## config.mk

```make
export PLATFORM = sky130hd
export DESIGN_NAME = sha_256_stream
export DESIGN_NICKNAME = d
export VERILOG_FILES = /design/src/rtl/sha_256_stream.sv
export SDC_FILE = /design/constraint.sdc
export NUM_CORES = 2
export LEC_CHECK = 0
export BUFFER_PORTS_ARGS = -buffer_cell sky130_fd_sc_hd__buf_2
export CAP_MARGIN = 20
export CELL_PAD_IN_SITES_DETAIL_PLACEMENT = 1
export CELL_PAD_IN_SITES_GLOBAL_PLACEMENT = 2
export CORE_UTILIZATION = 41
export CTS_BUF_LIST = sky130_fd_sc_hd__clkbuf_4 sky130_fd_sc_hd__clkbuf_8 sky130_fd_sc_hd__clkbuf_16
export DETAILED_ROUTE_END_ITERATION = 10
export PLACE_DENSITY = 0.85
export SLEW_MARGIN = 5
export SYNTH_ARGS = -nofsm -noshare
export SYNTH_HDL_FRONTEND = slang
export SYNTH_SLANG_ARGS = --single-unit
```

## constraint.sdc

```tcl
create_clock -name usr_clk -period 27.3 [get_ports usr_clk]
set_input_delay 5.46 -clock usr_clk [delete_from_list [all_inputs] [get_ports usr_clk]]
set_output_delay 5.46 -clock usr_clk [all_outputs]
set_load 0.05 [all_outputs]
```

## src/rtl/sha_256_stream.sv

```systemverilog
// sha_256_stream: multi-block SHA-256/SHA-224 compression engine, one round per clock.
// Pre-padded 512-bit blocks arrive over valid/ready; the hash state chains across the blocks of a message.
module sha_256_stream #(
    parameter int MSG_SIZ   = 512,
    parameter int MSG_BLK   = 32,
    parameter int MAX_CNT   = 63,
    parameter int HASH_SIZE = 256
) (
    input  logic                 usr_clk,
    input  logic                 usr_reset,
    input  logic                 i_valid,
    input  logic                 i_first,
    input  logic                 i_last,
    input  logic                 i_mode,
    input  logic [MSG_SIZ-1:0]   i_msg,
    output logic                 o_ready,
    output logic                 o_valid,
    output logic [HASH_SIZE-1:0] o_hash
);
    localparam int CNT_W = $clog2(MAX_CNT + 1);
    localparam int N_WIN = MSG_SIZ / MSG_BLK;

    typedef logic [MSG_BLK-1:0] word_t;
    typedef enum logic [1:0] {S_IDLE, S_ROUND, S_UPDATE} state_t;

    localparam word_t IV_256 [8] = '{
        32'h6a09e667, 32'hbb67ae85, 32'h3c6ef372, 32'ha54ff53a,
        32'h510e527f, 32'h9b05688c, 32'h1f83d9ab, 32'h5be0cd19};
    localparam word_t IV_224 [8] = '{
        32'hc1059ed8, 32'h367cd507, 32'h3070dd17, 32'hf70e5939,
        32'hffc00b31, 32'h68581511, 32'h64f98fa7, 32'hbefa4fa4};
    localparam word_t K [64] = '{
        32'h428a2f98, 32'h71374491, 32'hb5c0fbcf, 32'he9b5dba5, 32'h3956c25b, 32'h59f111f1, 32'h923f82a4, 32'hab1c5ed5,
        32'hd807aa98, 32'h12835b01, 32'h243185be, 32'h550c7dc3, 32'h72be5d74, 32'h80deb1fe, 32'h9bdc06a7, 32'hc19bf174,
        32'he49b69c1, 32'hefbe4786, 32'h0fc19dc6, 32'h240ca1cc, 32'h2de92c6f, 32'h4a7484aa, 32'h5cb0a9dc, 32'h76f988da,
        32'h983e5152, 32'ha831c66d, 32'hb00327c8, 32'hbf597fc7, 32'hc6e00bf3, 32'hd5a79147, 32'h06ca6351, 32'h14292967,
        32'h27b70a85, 32'h2e1b2138, 32'h4d2c6dfc, 32'h53380d13, 32'h650a7354, 32'h766a0abb, 32'h81c2c92e, 32'h92722c85,
        32'ha2bfe8a1, 32'ha81a664b, 32'hc24b8b70, 32'hc76c51a3, 32'hd192e819, 32'hd6990624, 32'hf40e3585, 32'h106aa070,
        32'h19a4c116, 32'h1e376c08, 32'h2748774c, 32'h34b0bcb5, 32'h391c0cb3, 32'h4ed8aa4a, 32'h5b9cca4f, 32'h682e6ff3,
        32'h748f82ee, 32'h78a5636f, 32'h84c87814, 32'h8cc70208, 32'h90befffa, 32'ha4506ceb, 32'hbef9a3f7, 32'hc67178f2};

    function automatic word_t rotr(input word_t x, input int unsigned n);
        return (x >> n) | (x << (MSG_BLK - n));
    endfunction

    function automatic word_t big_sigma0(input word_t x);
        return rotr(x, 2) ^ rotr(x, 13) ^ rotr(x, 22);
    endfunction

    function automatic word_t big_sigma1(input word_t x);
        return rotr(x, 6) ^ rotr(x, 11) ^ rotr(x, 25);
    endfunction

    function automatic word_t small_sigma0(input word_t x);
        return rotr(x, 7) ^ rotr(x, 18) ^ (x >> 3);
    endfunction

    function automatic word_t small_sigma1(input word_t x);
        return rotr(x, 17) ^ rotr(x, 19) ^ (x >> 10);
    endfunction

    state_t               state, next_state;
    logic                 accept, do_round, do_update;
    logic [CNT_W-1:0]     cnt;
    logic                 mode_q, last_q;
    word_t                hv [8];
    word_t                w_win [N_WIN];
    word_t                a, b, c, d, e, f, g, h;
    word_t                t1, t2, w_next;
    word_t                work [8];
    word_t                init_v [8];
    word_t                hv_sum [8];
    logic [HASH_SIZE-1:0] digest;

    always_ff @(posedge usr_clk or posedge usr_reset) begin
        if (usr_reset) state <= S_IDLE;
        else           state <= next_state;
    end

    // NOTE: every combinational output gets a default first so no path through the block can infer a latch.
    always_comb begin
        next_state = state;
        case (state)
            S_IDLE:   if (accept) next_state = S_ROUND;
            S_ROUND:  if (cnt == CNT_W'(MAX_CNT)) next_state = S_UPDATE;
            S_UPDATE: next_state = S_IDLE;
            default:  next_state = S_IDLE;
        endcase
    end

    always_comb begin
        accept    = 1'b0;
        do_round  = 1'b0;
        do_update = 1'b0;
        case (state)
            S_IDLE:   accept    = i_valid & o_ready;
            S_ROUND:  do_round  = 1'b1;
            S_UPDATE: do_update = 1'b1;
            default:  ;
        endcase
    end

    // One compression round, the next schedule word, and the block-end feed-forward sums.
    always_comb begin
        t1     = h + big_sigma1(e) + ((e & f) ^ (~e & g)) + K[cnt] + w_win[0];
        t2     = big_sigma0(a) + ((a & b) ^ (a & c) ^ (b & c));
        w_next = small_sigma1(w_win[14]) + w_win[9] + small_sigma0(w_win[1]) + w_win[0];
        work   = '{a, b, c, d, e, f, g, h};
        digest = '0;
        for (int i = 0; i < 8; i++) begin
            init_v[i] = i_first ? (i_mode ? IV_256[i] : IV_224[i]) : hv[i];
            hv_sum[i] = hv[i] + work[i];
            digest[HASH_SIZE-1-MSG_BLK*i -: MSG_BLK] = hv_sum[i];
        end
        if (!mode_q) digest[MSG_BLK-1:0] = '0;
    end

    // NOTE: sequential state uses non-blocking assignments so every register samples pre-edge values.
    always_ff @(posedge usr_clk or posedge usr_reset) begin
        if (usr_reset) begin
            o_ready <= 1'b1;
            o_valid <= 1'b0;
            o_hash  <= '0;
            hv      <= IV_256;
            mode_q  <= 1'b1;
            last_q  <= 1'b0;
            cnt     <= '0;
        end else begin
            o_ready <= (next_state == S_IDLE);
            o_valid <= do_update & last_q;
            if (accept) begin
                cnt    <= '0;
                last_q <= i_last;
                if (i_first) begin
                    mode_q <= i_mode;
                    hv     <= i_mode ? IV_256 : IV_224;
                end
            end else if (do_round) begin
                cnt <= cnt + 1'b1;
            end else if (do_update) begin
                hv <= hv_sum;
                if (last_q) o_hash <= digest;
            end
        end
    end

    // NOTE: the message window and a..h are not reset: both are fully reloaded on every accepted block.
    always_ff @(posedge usr_clk) begin
        if (accept) begin
            for (int i = 0; i < N_WIN; i++)
                w_win[i] <= i_msg[MSG_SIZ-1-MSG_BLK*i -: MSG_BLK];
            a <= init_v[0]; b <= init_v[1]; c <= init_v[2]; d <= init_v[3];
            e <= init_v[4]; f <= init_v[5]; g <= init_v[6]; h <= init_v[7];
        end else if (do_round) begin
            for (int i = 0; i < N_WIN-1; i++)
                w_win[i] <= w_win[i+1];
            w_win[N_WIN-1] <= w_next;
            h <= g; g <= f; f <= e; e <= d + t1;
            d <= c; c <= b; b <= a; a <= t1 + t2;
        end
    end

endmodule

```

==> flow_summary.toml <==
[floorplan]
ios = 776
core_area_mm2 = 0.195
start_util_pct = 41.4
die_width_um = 446
die_y_um = 446
die_area_mm2 = 0.199
rows = 162

[timing]
final_max_slew_viol_count = 0
rsz0062_at_grt = "false"
fmax_ghz = 0.105
relSlewSlack_pct = 25.1
setup_viol = 0
worstMarginPinSlew_ns = 1.12
post-route-period-util_pct = 34.9
hold_viol = 0
fin_skew_ns = 0.0398
fin_setup_tns_ns = 0
fin_ws_ns = 17.76
layout_min_cycle_time_ns = 9.54

[worst_setup_path]
cp-end-kind = "register"
cp.required_ns = 27.98
path_delay_family = "compound AO/OA/AOI/OAI gates"
cp.arrival_ns = 10.22
critPathLaunchType = "register"
worstSetupPathType = "register to register"
critPathSlowestCell = "nor2_1"
cpMostUsedCell = "inv_1"
critPathMaxFanout = 16
crit_buf_inv = 8
max_stage_delay_ns = 0.63

[finish]
final_common_cell = "nand2_1"
final_cell_mix = "2,264 x nand2_1, 774 x buf_2, 768 x edfxtp_1, 697 x o21ai_0, 573 x a21oi_1"
top_regs = "w_win x512, hv x256, o_hash x256"
regArea_mm2 = 0.0364
area_growth_pct = 14.3
multiInputGateArea_mm2 = 0.0413
final_nets = 10300
largest_register = "w_win"
drive_gt1_share_pct = 14.8
largest_reg_flops = 512
fillers = 22200

[cts]
htreeDepth = 4
cts_num_sinks = 1292
cts_hold_buf = 0
clkLatencyLatePin_ns = 0.84
post_cts.repair.setup_buffers = 0
cts_inserted_buffers = 153
path_clk_slew_ns = 0.06
cts_resized = 0
clockBufferDepth = 3
ctsRootBufferMaster = "clkbuf_16"
tritoncts = "built"

[routing]
totalWireLength_mm = 346
wl_per_cell_um = 28.9
dr.pass1.iters = 6
first_iter_violations = 6456
postRouteAntennaNets = 0
via_per_inst = 5.80
drcViolationCount = 0
vias = 69600

[logic_synthesis]
postSynthAreaPerCell_um2 = 9.27
netlist_instances = 8707
yosysSeqAreaShare_pct = 45.0
yosys.area_share.simple_pct = 16.4
async_flop_share_pct = 40.6
synth_xor_area_share_pct = 6.21
synth-adder-area-share_pct = 11.0
muxShareOfSynthArea_pct = 1.20
ys_dominant_reg_cell = "edfxtp_1"
syn_area_mm2 = 0.0808
synth-edff-count = 768
ys_ff_latch = 1292
synth_compound_area_share_pct = 16.3
yosys_warnings = 0
synth_fp_nets = 9813
synthDistinctLibCells = 99
synth_top_family_by_area = "simple AND/OR/NAND/NOR gates"

[placement]
dp_hpwl_mm = 262
port_buffers = 775
place_ws_ns = 17.36
place.gp.congestion = 1.02

[global_route]
grt_max_degree = 201
grt_pass1_wl_mm = 498
grt_overflow = 0
grt_pass1_vias = 71100
grt.total_usage_pct = 34.4
antenna_found_initial = 94

[job]
cap_viol_max_count = 0

[outcome]
outcome = "finished clean"

[min_path]
min_path_type = "register to register"
[final cells by class]
class / count / share of cell area, %
multi-input combinational: 6568 / 44.8
sequential: 1292 / 39.4
timing repair buffer: 862 / 5.07
clock buffer: 214 / 4.86
tap: 2624 / 3.56
inverter: 353 / 1.45
clock inverter: 65 / 0.805
antenna: 24 / 0.0651
[cell usage after synthesis, types with 138 or more instances]
cell | n | area [µm²]
nor2_1 | 335 | 1260
dfstp_2 | 138 | 3630
dfrtp_1 | 386 | 9660
ha_1 | 393 | 4920
fa_1 | 195 | 3900
o21ai_0 | 697 | 3490
xnor2_1 | 373 | 3270
a21oi_1 | 574 | 2870
edfxtp_1 | 768 | 23100
a21o_1 | 210 | 1580
clkbuf_1 | 455 | 1710
xor2_1 | 193 | 1690
inv_1 | 349 | 1310
nand2_1 | 2268 | 8510
[per-layer routing]
layer / track usage [%] / wire (µm)
met1: 44.3 / 141000
met5: 0 / 737
met2: 55.1 / 160000
met3: 6.47 / 23800
met4: 17.4 / 20000
[per-stage QoR]
stage | utilization [%] | instances | hold WS [ns] | cell area [µm²]
global route | 47.3 | 12000 | 0.486 | 92200
floorplan | - | 8707 | 0.446 | 80800
detailed placement | 44.6 | 11700 | 0.453 | 87000
finish | 47.3 | 12000 | 0.461 | 92300
CTS | 47.2 | 12000 | 0.466 | 92200
global placement | 44.5 | 11700 | 0.451 | 86900
[final timing paths]
| check | from | endpoint | slack [ns] | cells after the start |
|---|---|---|---|---|
| min | o_hash[93]$_DFFE_PP0P_ | o_hash[93]$_DFFE_PP0P_ | 0.46 | 2 |
| max reg2reg | cnt[1]$_DFFE_PP0P_ | a[31]$_DFFE_PP_ | 17.76 | 37 |
| max | cnt[1]$_DFFE_PP0P_ | a[31]$_DFFE_PP_ | 17.76 | 37 |
| min in group asynchronous | usr_reset | o_hash[136]$_DFFE_PP0P_ | 4.72 | 2 |
| max in group asynchronous | usr_reset | o_hash[47]$_DFFE_PP0P_ | 19.51 | 5 |
| min reg2reg | o_hash[93]$_DFFE_PP0P_ | o_hash[93]$_DFFE_PP0P_ | 0.46 | 2 |
[cells by family after synthesis]
kind of cell,after synthesis
mux,78
flops,1292
xor+xnor,569
simple gates,3183
buf+inv,847
compound gates,2147
fa+ha+maj,591
[worst min-delay path: stages (launching register included)]
cell	delay [ns]
dfrtp_1	0.33
nand2_1	0.05
nand2_1	0.05
Power is left out: the tool's default activity adds up to more than one toggle a clock period on the data nets, which glitch-free logic cannot reach.
